### config.mk
export PLATFORM = sky130hd
export DESIGN_NAME = multicycle_control_unit
export DESIGN_NICKNAME = d
export VERILOG_FILES = /design/src/rtl/mips_ctrl_pkg.sv /design/src/rtl/mc_ctrl_decode.sv /design/src/rtl/multicycle_control_unit.sv
export SDC_FILE = /design/constraint.sdc
export NUM_CORES = 1
export LEC_CHECK = 0
export BUFFER_PORTS_ARGS = -buffer_cell sky130_fd_sc_hd__clkbuf_2
export CAP_MARGIN = 20
export CELL_PAD_IN_SITES_DETAIL_PLACEMENT = 1
export CELL_PAD_IN_SITES_GLOBAL_PLACEMENT = 1
export CORE_MARGIN = 3
export CORE_UTILIZATION = 35
export CTS_CLUSTER_DIAMETER = 120
export DETAILED_ROUTE_END_ITERATION = 10
export GPL_TIMING_DRIVEN = 0
export PLACE_DENSITY_LB_ADDON = 0.1
export SYNTH_ARGS = -nofsm -noshare
export SYNTH_HDL_FRONTEND = slang
export SYNTH_HIERARCHICAL = 1
export SYNTH_SLANG_ARGS = --single-unit
### constraint.sdc
create_clock -name clk -period 2.7 [get_ports clk]
set_input_delay 0.54 -clock clk [delete_from_list [all_inputs] [get_ports clk]]
set_output_delay 0.54 -clock clk [all_outputs]
set_load 0.01 [all_outputs]
### src/rtl/mips_ctrl_pkg.sv
// Shared constants and types for the multi-cycle MIPS main control unit.
package mips_ctrl_pkg;

  // Primary opcodes (IR[31:26])
  localparam logic [5:0] OP_RTYPE = 6'b000000;
  localparam logic [5:0] OP_LW    = 6'b100011;
  localparam logic [5:0] OP_SW    = 6'b101011;
  localparam logic [5:0] OP_BEQ   = 6'b000100;
  localparam logic [5:0] OP_ADDI  = 6'b001000;
  localparam logic [5:0] OP_J     = 6'b000010;

  // ALU operation select
  localparam logic [1:0] ALU_OP_ADD   = 2'b00;
  localparam logic [1:0] ALU_OP_SUB   = 2'b01;
  localparam logic [1:0] ALU_OP_FUNCT = 2'b10;

  // ALU B-operand select
  localparam logic [1:0] ALU_SRC_B_REG    = 2'b00;
  localparam logic [1:0] ALU_SRC_B_FOUR   = 2'b01;
  localparam logic [1:0] ALU_SRC_B_IMM    = 2'b10;
  localparam logic [1:0] ALU_SRC_B_IMM_SH = 2'b11;

  // Next-PC source select
  localparam logic [1:0] PC_SRC_ALU    = 2'b00;
  localparam logic [1:0] PC_SRC_ALUOUT = 2'b01;
  localparam logic [1:0] PC_SRC_JUMP   = 2'b10;

  // FSM states; the encoding is visible on state_dbg, so it is pinned explicitly
  typedef enum logic [3:0] {
    StFetch  = 4'd0,
    StDecode = 4'd1,
    StMemAdr = 4'd2,
    StMemRd  = 4'd3,
    StMemWb  = 4'd4,
    StMemWr  = 4'd5,
    StExec   = 4'd6,
    StAluWb  = 4'd7,
    StBranch = 4'd8,
    StAddiEx = 4'd9,
    StAddiWb = 4'd10,
    StJump   = 4'd11
  } state_e;

  // Datapath control word driven for each state
  typedef struct packed {
    logic       pc_write;
    logic       pc_write_cond;
    logic       i_or_d;
    logic       mem_read;
    logic       mem_write;
    logic       ir_write;
    logic       mem_to_reg;
    logic       reg_dst;
    logic       reg_write;
    logic       alu_src_a;
    logic [1:0] alu_src_b;
    logic [1:0] alu_op;
    logic [1:0] pc_source;
  } ctrl_word_t;

endpackage

### src/rtl/mc_ctrl_decode.sv
// Combinational map from FSM state (and mem_ready in FETCH) to the datapath control word.
module mc_ctrl_decode
  import mips_ctrl_pkg::*;
(
  input  state_e     state,
  input  logic       mem_ready,
  output ctrl_word_t ctrl
);

  // Every field defaults to 0; each state raises only what it needs
  always_comb begin
    ctrl = '0;
    case (state)
      StFetch: begin
        ctrl.mem_read  = 1'b1;
        ctrl.alu_src_b = ALU_SRC_B_FOUR;
        ctrl.ir_write  = mem_ready;
        ctrl.pc_write  = mem_ready;
      end
      StDecode: begin
        ctrl.alu_src_b = ALU_SRC_B_IMM_SH;
      end
      StMemAdr: begin
        ctrl.alu_src_a = 1'b1;
        ctrl.alu_src_b = ALU_SRC_B_IMM;
      end
      StMemRd: begin
        ctrl.mem_read = 1'b1;
        ctrl.i_or_d   = 1'b1;
      end
      StMemWb: begin
        ctrl.mem_to_reg = 1'b1;
        ctrl.reg_write  = 1'b1;
      end
      StMemWr: begin
        ctrl.mem_write = 1'b1;
        ctrl.i_or_d    = 1'b1;
      end
      StExec: begin
        ctrl.alu_src_a = 1'b1;
        ctrl.alu_src_b = ALU_SRC_B_REG;
        ctrl.alu_op    = ALU_OP_FUNCT;
      end
      StAluWb: begin
        ctrl.reg_dst   = 1'b1;
        ctrl.reg_write = 1'b1;
      end
      StBranch: begin
        ctrl.alu_src_a     = 1'b1;
        ctrl.alu_src_b     = ALU_SRC_B_REG;
        ctrl.alu_op        = ALU_OP_SUB;
        ctrl.pc_write_cond = 1'b1;
        ctrl.pc_source     = PC_SRC_ALUOUT;
      end
      StAddiEx: begin
        ctrl.alu_src_a = 1'b1;
        ctrl.alu_src_b = ALU_SRC_B_IMM;
      end
      StAddiWb: begin
        ctrl.reg_write = 1'b1;
      end
      StJump: begin
        ctrl.pc_write  = 1'b1;
        ctrl.pc_source = PC_SRC_JUMP;
      end
      default: ctrl = '0;
    endcase
  end

endmodule

### src/rtl/multicycle_control_unit.sv
// Multi-cycle MIPS main control: state register, next-state logic and retire counter.
module multicycle_control_unit
  import mips_ctrl_pkg::*;
#(
  parameter bit          ENABLE_ADDI  = 1'b1,
  parameter bit          ENABLE_JUMP  = 1'b1,
  parameter int unsigned RETIRE_CNT_W = 32
) (
  input  logic                    clk,
  input  logic                    rst,
  input  logic [5:0]              instr_op,
  input  logic                    mem_ready,
  output logic                    pc_write,
  output logic                    pc_write_cond,
  output logic                    i_or_d,
  output logic                    mem_read,
  output logic                    mem_write,
  output logic                    ir_write,
  output logic                    mem_to_reg,
  output logic                    reg_dst,
  output logic                    reg_write,
  output logic                    alu_src_a,
  output logic [1:0]              alu_src_b,
  output logic [1:0]              alu_op,
  output logic [1:0]              pc_source,
  output logic                    illegal_op,
  output logic [3:0]              state_dbg,
  output logic [RETIRE_CNT_W-1:0] retired_cnt
);

  state_e                  state_q, state_d;
  logic [RETIRE_CNT_W-1:0] retired_cnt_q;
  logic                    retire;
  logic                    illegal;
  ctrl_word_t              ctrl;

  mc_ctrl_decode u_decode (
    .state     (state_q),
    .mem_ready (mem_ready),
    .ctrl      (ctrl)
  );

  // Next state, retire strobe (edge leaving the final state) and illegal-opcode detect
  always_comb begin
    state_d = state_q;
    retire  = 1'b0;
    illegal = 1'b0;
    case (state_q)
      StFetch:  if (mem_ready) state_d = StDecode;
      StDecode: begin
        case (instr_op)
          OP_RTYPE:     state_d = StExec;
          OP_LW, OP_SW: state_d = StMemAdr;
          OP_BEQ:       state_d = StBranch;
          OP_ADDI: begin
            if (ENABLE_ADDI) state_d = StAddiEx;
            else begin
              state_d = StFetch;
              illegal = 1'b1;
            end
          end
          OP_J: begin
            if (ENABLE_JUMP) state_d = StJump;
            else begin
              state_d = StFetch;
              illegal = 1'b1;
            end
          end
          default: begin
            state_d = StFetch;
            illegal = 1'b1;
          end
        endcase
      end
      // Only lw/sw reach here; IR is stable so the opcode picks the access direction
      StMemAdr: state_d = (instr_op == OP_SW) ? StMemWr : StMemRd;
      StMemRd:  if (mem_ready) state_d = StMemWb;
      StMemWr: begin
        if (mem_ready) begin
          state_d = StFetch;
          retire  = 1'b1;
        end
      end
      StExec:   state_d = StAluWb;
      StAddiEx: state_d = StAddiWb;
      StMemWb, StAluWb, StBranch, StAddiWb, StJump: begin
        state_d = StFetch;
        retire  = 1'b1;
      end
      default:  state_d = StFetch;
    endcase
  end

  // State register and retire counter; reset aborts any in-flight instruction uncounted
  always_ff @(posedge clk) begin
    if (rst) begin
      state_q       <= StFetch;
      retired_cnt_q <= '0;
    end else begin
      state_q <= state_d;
      if (retire) retired_cnt_q <= retired_cnt_q + RETIRE_CNT_W'(1);
    end
  end

  // Outputs: enables and the illegal pulse are squashed while reset is held
  always_comb begin
    pc_write      = ctrl.pc_write      & ~rst;
    pc_write_cond = ctrl.pc_write_cond & ~rst;
    mem_read      = ctrl.mem_read      & ~rst;
    mem_write     = ctrl.mem_write     & ~rst;
    ir_write      = ctrl.ir_write      & ~rst;
    reg_write     = ctrl.reg_write     & ~rst;
    illegal_op    = illegal            & ~rst;
    i_or_d        = ctrl.i_or_d;
    mem_to_reg    = ctrl.mem_to_reg;
    reg_dst       = ctrl.reg_dst;
    alu_src_a     = ctrl.alu_src_a;
    alu_src_b     = ctrl.alu_src_b;
    alu_op        = ctrl.alu_op;
    pc_source     = ctrl.pc_source;
    state_dbg     = state_q;
    retired_cnt   = retired_cnt_q;
  end

endmodule

### Word-level counts from Yosys, hierarchy flattened

Cells that the tools add are included.

* register bits after elaboration: 36
* bits of input ports: 9
* output and inout port bits: 53

* reduce and logical (&&, ||, !) cells: 11
* mux-type cells: 23
* add/subtract/negate cells: 1
* equality and inequality tests: 19
* bitwise logic cells: 8

Operators with widths (count)
* adder 32 x 1 -> 32 bit (second input constant): 1
* case mux 4 bit (7 select lines): 1
* case mux 4 bit (5 select lines): 1
* equality test 4 x 3 -> 1 bit (second input constant): 4
* equality test 4 bit (second input constant): 4
* equality test 6 bit (second input constant): 2
* two-way mux 1 bit: 12
* two-way mux 4 bit: 3
* equality test 4 x 2 -> 1 bit (second input constant): 2
* case mux 2 bit (2 select lines): 2
* OR reduction 2 bit: 4
* AND 1 bit: 7
* equality test 6 x 2 -> 1 bit (second input constant): 1
* equality test 6 x 3 -> 1 bit (second input constant): 1
* equality test 6 x 4 -> 1 bit (second input constant): 1
* zero test 6 bit: 1
* != test 2 bit (second input constant): 3
* case mux 2 bit (3 select lines): 1
* OR reduction 6 bit: 1
* OR reduction 5 bit: 1
* equality test 4 x 1 -> 1 bit (second input constant): 1
* zero test 4 bit: 1
* case mux 1 bit (2 select lines): 2
* OR reduction 4 bit: 1
* 4 further kinds: 4

### Depth between registers and ports, before layout

Gate-level depths: netlist (run 1).

* depth after elaboration: 5
* mapped depth: 7

### By module

Netlist (run 1), hierarchy kept.

By module, submodules not included
* multicycle_control_unit: cells an instance 247, area each 1990.7 sq um, instances 1, seq. area each 720.7 sq um
* mc_ctrl_decode: cells an instance 33, area each 198.9 sq um, instances 1, seq. area each 0.0 sq um

### Worst setup path before layout (run 1)

OpenSTA, ideal clock, no wires.

* path kind: register to output
* start point: register state_q[3], in the netlist state_dbg[3]
* end point: output pc_write_cond
* slack: 0.492 ns
* stages on the path, launching flop included: 6
* data arrival time: 1.668 ns
* path through: dfxtp_1 > clkbuf_1 > nand2b_1 > nor3_1 > buf_4 > nor2b_1

RTL lines
* from (decl): line multicycle_control_unit.sv:31 `state_e state_q, state_d;`
* from (signal assigned): line multicycle_control_unit.sv:97 `state_q <= StFetch;`
* from (signal assigned): line multicycle_control_unit.sv:100 `state_q <= state_d;`
* to (decl): line multicycle_control_unit.sv:14 `output logic pc_write_cond,`

### Final worst setup path (run 1)

* start point: register state_q[1], in the netlist state_dbg[1]
* end point: register retired_cnt_q[25], in the netlist retired_cnt[25]

* word-level cells in the longest chain between the ends: 3
* elaborated cells between the ends (all ways): 8

RTL lines
* equality test 4 bit / equality test 4 x 3 -> 1 bit (equally long branches): line multicycle_control_unit.sv:48 `case (state_q)`
* OR reduction 5 bit: line multicycle_control_unit.sv:48
* case mux 1 bit (2 select lines) *: line multicycle_control_unit.sv:48
* to (signal assigned): line multicycle_control_unit.sv:101 `if (retire) retired_cnt_q <= retired_cnt_q + RETIRE_CNT_W'(1);`
* to (decl): line multicycle_control_unit.sv:32 `logic [RETIRE_CNT_W-1:0] retired_cnt_q;`

Mark *: on every way between the ends. The rest lies on a longest branch, timed or not.
A chain may end at the register's enable or synchronous reset.

==> results of run 1 <==
==> metrics by stage <==
| stage | std cells | worst slack, ns | area [µm²] | total power [W] | utilization, % |
|---|---|---|---|---|---|
| after floorplan | 280 | 0.4920 | 2190 | 0.0005919 | - |
| after global placement | 415 | 0.1821 | 2584 | 0.0006217 | 43.13 |
| after detailed placement | 415 | 0.1244 | 2584 | 0.0006232 | 43.13 |
| after CTS | 423 | 0.08695 | 2676 | 0.001030 | 44.67 |
| after global routing | 423 | 0.03010 | 2678 | 0.001060 | 44.70 |
| final | 423 | 0.2438 | 2678 | 0.001015 | 44.70 |
==> cell families (layout without fill, tap and decap cells) <==
logic type / count (synthesis) / count (layout) / share of synthesized area (%)
buffers and inverters: 22 / 90 / 5.257
XOR/XNOR: 15 / 15 / 6.000
multiplexers: 2 / 2 / 0.9714
flip-flops: 36 / 36 / 32.91
AO/OA/AOI/OAI: 58 / 58 / 15.83
adder cells (fa/ha/maj): 1 / 1 / 0.5713
AND/OR/NAND/NOR: 146 / 146 / 38.46
==> final cells by class <==
| cell class | instances | share of cell area (%) |
|---|---|---|
| Clock inverter | 2 | 0.3738 |
| Sequential cell | 36 | 26.92 |
| Multi-Input combinational cell | 222 | 50.56 |
| Inverter | 6 | 0.8411 |
| Clock buffer | 6 | 3.084 |
| Tap cell | 75 | 3.505 |
| Buffer | 16 | 3.505 |
| Timing Repair Buffer | 60 | 11.21 |
==> metal layers <==
| metal | global-route usage [%] | share of wire (%) |
|---|---|---|
| met1 | 24.66 | 48 |
| met2 | 28.88 | 47 |
| met3 | 3.204 | 3.7 |
| met4 | 4.317 | 0.81 |
| met5 | 0 | 0 |
==> how the worst min path moves through the flow <==
| stage | start | endpoint | cells past startpoint |
|---|---|---|---|
| 2_1_floorplan | retired_cnt[31] | retired_cnt[31] | 2 |
| 3_3_place_gp | retired_cnt[31] | retired_cnt[31] | 2 |
| 3_5_place_dp | retired_cnt[13] | retired_cnt[13] | 2 |
| 4_1_cts | retired_cnt[29] | retired_cnt[29] | 2 |
| 6_report | retired_cnt[28] | retired_cnt[28] | 2 |
| 5_1_grt | retired_cnt[29] | retired_cnt[29] | 2 |
==> synth_stat cells, types with 3 or more instances <==
library cell / number / area (µm²)
inv_1: 6 / 22.52
nor4_1: 9 / 56.30
buf_6: 3 / 33.78
clkbuf_1: 9 / 33.78
or4b_1: 3 / 30.03
dfxtp_1: 36 / 720.7
nand2_1: 17 / 63.81
nor2_1: 27 / 101.4
and4_1: 5 / 43.79
xor2_1: 8 / 70.07
o21ai_0: 15 / 75.07
a21oi_1: 24 / 120.1
xnor2_1: 7 / 61.31
nand3_1: 16 / 80.08
and3_1: 6 / 37.54
nand2b_1: 5 / 31.28
or3_1: 10 / 62.56
o31ai_1: 8 / 60.06
or4_1: 8 / 60.06
nor3_1: 6 / 30.03
nor2b_1: 8 / 50.05
and2_1: 3 / 18.77
nand4_1: 11 / 68.82
==> registers in the layout, summed over array words and instances, names as in the netlist <==
signal / count
state_dbg: 4
retired_cnt: 32
==> critical path: cells and delay by family, from the launching register on <==
family	cells	cell delay, ns
and+or+nand+nor	4	1.70
DFF	1	0.54
AOI/OAI and AO/OA	1	0.15
==> layout by cell type, fill, tap and decap left out, types with 5 or more instances in the layout <==
cell type	instances
o31ai_1	8
o21ai_0	15
nand4_1	11
clkbuf_1	8
or4_1	8
clkbuf_2	61
nand3_1	16
nand2_1	17
nor2_1	27
xnor2_1	7
or3_1	10
inv_1	6
nor2b_1	8
a21oi_1	24
nor3_1	6
nor4_1	9
and4_1	5
and3_1	6
dfxtp_1	36
nand2b_1	5
xor2_1	8
clkbuf_8	6
==> power by group through the flow <==
stage                     logic (W)  clock network (W)  registers, W
after detailed placement  0.0000754                  0      0.000548
after global placement    0.0000739                  0      0.000548
final                     0.0000740           0.000406      0.000535
after CTS                 0.0000755           0.000419      0.000535
after floorplan           0.0000443                  0      0.000548
after global routing      0.0000829           0.000441      0.000536
==> repair_timing <==
| action | in CTS | in global routing |
|---|---|---|
| gates resized for setup | 0 | 2 |
| hold endpoints to repair | 0 | 0 |
| setup endpoints to repair | 0 | 1 |
==> impl_metrics.json, run 1 <==
{
  "worst-path-max-fanout": 12,
  "vias_per_cell": 5.473,
  "synth_ff_type": "dfxtp_1",
  "hpwl_um": 4850,
  "power_frac_clock_pct": 40.0,
  "ys_ff_latch": 36,
  "ir_drop_uv": 234.5,
  "drc": 0,
  "switchingPower_w": 0.0002509,
  "areaGrowthSynthToFinish_pct": 22.29,
  "htreeDepth": 2,
  "ys_types": 47,
  "avgRoutedWirePerCell_um": 14.91,
  "cts_buffer_depth": 2,
  "routabilityCongestion": 0.7698,
  "min_period_over_period_pct": 90.97,
  "max_stage_delay_ns": 0.58,
  "syn_inst": 280,
  "clock_sinks": 36,
  "crit_required_ns": 2.92,
  "endpoint_kind": "flop",
  "routed_wl_um": 6306,
  "grt_first_pass_wirelength_um": 10650,
  "p_per_area_mw_per_mm2": 379.1,
  "netlist_area_mm2": 0.002190,
  "cts_post_setup_buffers_inserted": 0,
  "worstPathCellList": "nor3b_2 -> nor2_1 -> nand3_1 -> or4_1 -> a21oi_1",
  "crit_type": "flop to flop",
  "power_leakage_nw": 0.9885,
  "cp.arrival_ns": 2.67,
  "layout-drive-gt1-share_pct": 24.43,
  "skew_ns": 0.005247,
  "p_comb_share_pct": 7.3,
  "drtIter0Drc": 63,
  "clock_latency_ns": 0.29,
  "whs_ns": 0.5071,
  "cts_hold_buf": 0,
  "overflow": 0,
  "relSlewSlack_pct": 56.41,
  "async_reset_ff_share_pct": 0,
  "r2r_end": "retired_cnt[25]",
  "status": "completed",
  "multi_input_area_mm2": 0.001354,
  "syn_nets": 290,
  "seqCellArea_um2": 720.7,
  "avgSynthCellArea_um2": 7.820,
  "critPathLaunch": "state_dbg[1]",
  "power_frac_seq_pct": 52.7,
  "route.vias.total": 2315,
  "start_kind": "flop",
  "fill_cells": 786,
  "setup_viol": 0,
  "ant_nets": 0,
  "num_antenna_cells": 0,
  "ios": 62,
  "fp.dieH_um": 85.10,
  "grt_start_max_net_pins": 13,
  "ys_warn_count": 6,
  "power_switching_share_pct": 24.72,
  "critPathSlowestCell": "or4_1",
  "internal_power_w": 0.0007641,
  "cts_tree": "yes",
  "start_util_pct": 36.55,
  "cts_buffers": 5,
  "hold_class": "flop to flop",
  "synth_edf_count": 0,
  "die-area_mm2": 0.007241,
  "antenna_found_initial": 0,
  "max_cap_violations": 0,
  "grt_pass1_vias": 2181,
  "gr-usage-all-layers_pct": 17.86,
  "rr_worst_depth": 5,
  "cts_root_buf": "clkbuf_8",
  "reg2reg_from": "state_dbg[1]",
  "final_nets": 357,
  "hold_violations": 0,
  "dr.pass1.iters": 4,
  "clk_pin_slew_ns": 0.08,
  "setup_tns_ns": 0,
  "core_mm2": 0.005991,
  "grt_setup_unrepaired": "false",
  "fmax_mhz": 407.1,
  "seq_area_frac_synth_pct": 32.91,
  "port_buffers": 60,
  "layout_min_cycle_time_ns": 2.456,
  "r2r_slack_ns": 0.24,
  "drv_slew": 0,
  "fp.dieW_um": 85.10,
  "row_count": 28,
  "tightest_slew_ns": 0.6514,
  "cp-endpoint": "retired_cnt[25]"
}
Power figures use the tool's default switching activity.
==> inputs of run 2 (changes only) <==
clock period = 2.9 ns   (was 2.7 ns; I/O delays follow)
==> impl_metrics.json, run 2 (synthesis results as in run 1) <==
{
  "status": "completed",
  "fp.dieH_um": 85.10,
  "seqCellArea_um2": 720.7,
  "setup_ws_ns": 0.2989,
  "cts_buffer_depth": 2,
  "grt_first_pass_wirelength_um": 10650,
  "htreeDepth": 2,
  "endpoint_kind": "primary output",
  "routed_wl_um": 6301,
  "fin_util_pct": 44.67,
  "antenna_found_initial": 0,
  "rr_worst_depth": 5,
  "largest_reg_flops": 32,
  "p_per_area_mw_per_mm2": 353.1,
  "gr-usage-all-layers_pct": 17.86,
  "max_cap_violations": 0,
  "grt_setup_unrepaired": "false",
  "drv_slew": 0,
  "start_kind": "flop",
  "grt_pass1_vias": 2181,
  "hpwl_um": 4850,
  "switchingPower_w": 0.0002336,
  "power_frac_clock_pct": 40.0,
  "relSlewSlack_pct": 56.41,
  "overflow": 0,
  "multi_input_area_mm2": 0.001354,
  "dp.cells": 415,
  "start_util_pct": 36.55,
  "drc": 0,
  "final_nets": 357,
  "clk_pin_slew_ns": 0.08,
  "min_period_over_period_pct": 89.69,
  "skew_ns": 0.005247,
  "placed_cell_area_mm2": 0.002584,
  "dpl_worst_slack_ns": 0.2844,
  "grt_start_max_net_pins": 13,
  "port_buffers": 60,
  "clock_sinks": 36,
  "fmax_mhz": 384.5,
  "min_from": "retired_cnt[28]",
  "tightest_slew_ns": 0.6514,
  "hold_end": "retired_cnt[28]",
  "ant_nets": 0,
  "ctsResizeCount": 0,
  "crit_type": "flop to primary output",
  "whs_path_depth": 2,
  "die-area_mm2": 0.007241,
  "crit_required_ns": 2.32,
  "route.vias.total": 2318,
  "max_stage_delay_ns": 0.53,
  "reg2reg_from": "state_dbg[1]",
  "cts_tree": "yes",
  "cp.arrival_ns": 2.02,
  "routabilityCongestion": 0.7698,
  "clock_latency_ns": 0.29,
  "row_count": 28,
  "cts_root_buf": "clkbuf_8",
  "power_leakage_nw": 0.9851,
  "core_mm2": 0.005991,
  "ir_drop_uv": 218.3,
  "vias_per_cell": 5.480,
  "critPathSlowestCell": "dfxtp_1",
  "cts_hold_buf": 0,
  "dr.pass1.iters": 4,
  "fill_cells": 787,
  "r2r_slack_ns": 0.44,
  "layout_min_cycle_time_ns": 2.601,
  "layout_common_cells": "clkbuf_2, dfxtp_1, nor2_1",
  "hold_violations": 0,
  "avgRoutedWirePerCell_um": 14.90,
  "worstPathCellList": "clkbuf_1 -> nand2b_1 -> nor3_1 -> buf_4 -> nor2b_1 -> clkbuf_2",
  "r2r_end": "retired_cnt[25]",
  "fp.dieW_um": 85.10,
  "stdcell_count": 423,
  "areaGrowthSynthToFinish_pct": 22.23,
  "num_antenna_cells": 0,
  "cts_buffers": 5,
  "p_comb_share_pct": 7.3,
  "drtIter0Drc": 63,
  "layout-drive-gt1-share_pct": 24.14,
  "design_area_mm2": 0.002676,
  "internal_power_w": 0.0007114,
  "cts_post_setup_buffers_inserted": 0,
  "power_switching_share_pct": 24.72,
  "ios": 62,
  "worst-path-max-fanout": 10,
  "power_frac_seq_pct": 52.7,
  "hold_class": "flop to flop",
  "setup_viol": 0,
  "final_common_cell": "clkbuf_2",
  "setup_tns_ns": 0
}
==> run 2: layout make-up <==
type	instances	share of cell area, %
Inverter	6	0.8415
Clock inverter	2	0.3740
Buffer	16	3.460
Sequential cell	36	26.93
Tap cell	75	3.506
Timing Repair Buffer	60	11.22
Multi-Input combinational cell	222	50.58
Clock buffer	6	3.086
==> run 2: worst max path at each step <==
stage                            start               to  cells past startpoint  slack (ns)
after floorplan           state_dbg[3]    pc_write_cond                      5        0.65
after CTS                 state_dbg[3]    pc_write_cond                      6        0.25
after detailed placement     mem_ready  retired_cnt[23]                      6        0.28
after global routing      state_dbg[3]    pc_write_cond                      6        0.05
final                     state_dbg[3]    pc_write_cond                      6        0.30
after global placement       mem_ready  retired_cnt[25]                      6        0.34
==> run 2: power groups by stage <==
stage          clock [W]  combinational [W]  sequential, W
3_3_place_gp           0          0.0000688       0.000510
2_1_floorplan          0          0.0000413       0.000510
5_1_grt         0.000411          0.0000771       0.000499
3_5_place_dp           0          0.0000702       0.000510
6_report        0.000378          0.0000688       0.000498
4_1_cts         0.000390          0.0000703       0.000498
==> run 2: through the flow <==
| step | power (W) | hold slack, ns |
|---|---|---|
| finish | 0.0009449 | 0.5071 |
| CTS | 0.0009587 | 0.5089 |
| global route | 0.0009868 | 0.5460 |
| floorplan | 0.0005511 | 0.4902 |
| detailed placement | 0.0005802 | 0.4972 |
| global placement | 0.0005788 | 0.4803 |
==> run 2: routing by layer <==
| metal | wire length (µm) | vias up | track usage (%) |
|---|---|---|---|
| li1 | - | 1164 | - |
| met1 | 3016 | 1108 | 24.66 |
| met2 | 3000 | 41 | 28.88 |
| met3 | 232 | 5 | 3.204 |
| met4 | 51 | 0 | 4.317 |
| met5 | 0 | - | 0 |
==> run 2: critical path, delay by kind of cell, from the launching register on <==
family,cells,cell delay (ns)
flip-flops,1,0.53
AND/OR/NAND/NOR,3,0.56
buffers and inverters,3,0.63
==> inputs of run 3 (changes only) <==
CORE_UTILIZATION = 34   (was 35)
clock period = 2.15 ns   (was 2.9 ns; I/O delays follow)
==> impl_metrics.json, run 3 (synthesis results as in run 1) <==
{
  "clock_latency_ns": 0.29,
  "status": "completed",
  "dpl_worst_slack_ns": -0.3045,
  "ir_drop_uv": 248.2,
  "p_total_w": 0.001389,
  "setup_tns_ns": 0,
  "areaGrowthSynthToFinish_pct": 31.54,
  "fp.dieH_um": 86.25,
  "layout_min_cycle_time_ns": 2.098,
  "clock_sinks": 36,
  "routabilityCongestion": 0.7800,
  "p_per_area_mw_per_mm2": 482.1,
  "setup_ws_ns": 0.05175,
  "layout_common_cells": "clkbuf_2, dfxtp_1, nor2_1",
  "gr-usage-all-layers_pct": 18.21,
  "drc": 0,
  "hpwl_um": 4803,
  "hold_end": "state_dbg[3]",
  "ant_nets": 0,
  "whs_path_depth": 4,
  "port_buffers": 60,
  "ios": 62,
  "grt_start_max_net_pins": 13,
  "endpoint_kind": "primary output",
  "fin_util_pct": 47.52,
  "crit_required_ns": 1.72,
  "max_cap_violations": 0,
  "critPathLaunch": "state_dbg[3]",
  "routed_wl_um": 6720,
  "avgRoutedWirePerCell_um": 15.45,
  "crit_type": "flop to primary output",
  "grt_first_pass_wirelength_um": 10930,
  "htreeDepth": 2,
  "reg2reg_from": "state_dbg[2]",
  "core_mm2": 0.006061,
  "fill_cells": 791,
  "dr.pass1.iters": 4,
  "cts_tree": "yes",
  "cts_buffer_depth": 2,
  "overflow": 0,
  "setup_viol": 0,
  "placed_cell_area_mm2": 0.002584,
  "vias_per_cell": 5.455,
  "largest_reg_flops": 32,
  "final_nets": 369,
  "row_count": 28,
  "r2r_end": "retired_cnt[28]",
  "skew_ns": 0.004858,
  "drtIter0Drc": 72,
  "grt_pass1_vias": 2209,
  "min_period_over_period_pct": 97.59,
  "fmax_mhz": 476.6,
  "hold_class": "primary input to flop",
  "r2r_slack_ns": 0.09,
  "worst-path-max-fanout": 5,
  "drv_slew": 0,
  "start_kind": "flop",
  "tightest_slew_ns": 0.6131,
  "power_leakage_nw": 1.079,
  "num_antenna_cells": 0,
  "layout-drive-gt1-share_pct": 32.50,
  "final_common_cell": "clkbuf_2",
  "cp.arrival_ns": 1.67,
  "hold_violations": 0,
  "antenna_found_initial": 0,
  "clk_pin_slew_ns": 0.08,
  "grt_setup_unrepaired": "true",
  "cts_root_buf": "clkbuf_8",
  "cts_buffers": 5,
  "rr_worst_depth": 7,
  "fp.dieW_um": 86.25,
  "die-area_mm2": 0.007439,
  "route.vias.total": 2373,
  "start_util_pct": 36.13,
  "min_from": "instr_op[4]",
  "relSlewSlack_pct": 59.13,
  "design_area_mm2": 0.002880
}
[run 3: cell count changes in the layout (fill, tap and decap cells not counted), moves of 3 or more]
| cell | previous run | this run |
|---|---|---|
| buf_4 | 2 | 17 |
| dfxtp_1 | 36 | 29 |
| clkbuf_1 | 9 | 5 |
| dfxtp_2 | 0 | 4 |
| dfxtp_4 | 0 | 3 |
[run 3: timing repair]
| action | CTS | global route |
|---|---|---|
| setup buffers | 4 | 11 |
| pin swaps | 2 | 4 |
| hold buffers | 0 | 0 |
| setup endpoints to repair | 25 | 11 |
| resized for setup | 15 | 18 |
[run 3: through the flow]
stage,instances,hold slack [ns]
2_1_floorplan,280,0.4902
3_3_place_gp,415,0.4643
3_5_place_dp,415,0.4736
4_1_cts,425,0.4515
5_1_grt,435,0.4940
6_report,435,0.4469
[run 3: worst max-delay path by stage]
stage / end / cells after the start
after floorplan: retired_cnt[28] / 6
final: pc_write / 5
after global placement: retired_cnt[25] / 5
after detailed placement: retired_cnt[25] / 5
after CTS: pc_write / 5
after global routing: pc_write / 5
[run 3: layout make-up]
class                      instances  area (µm²)  area share, %
multi-input combinational        222        1404          48.74
sequential                        36       737.0          25.59
timing repair buffer              75       412.9          14.34
buffer                            13       98.84          3.432
tap                               75       93.84          3.258
clock buffer                       5       68.82          2.389
clock inverter                     3       42.54          1.477
inverter                           6       22.52         0.7819
[run 3: power breakdown]
| group | internal (W) | total (W) | switching (W) |
|---|---|---|---|
| logic | 0.0000484 | 0.000112 | 0.0000638 |
| clock network | 0.000343 | 0.000607 | 0.000263 |
| registers | 0.000665 | 0.000670 | 0.00000427 |
[run 3: layer usage]
metal / GRT usage, % / wire, µm
met5: 0 / 0
met1: 25.23 / 3267
met3: 3.707 / 300
met4: 3.966 / 59
met2: 29.29 / 3094
[run 3: critical path, cell delays in order (launching register included)]
cell	delay [ns]
dfxtp_4	0.37
buf_8	0.12
or4b_4	0.50
a21oi_2	0.13
nor2b_2	0.12
buf_2	0.13
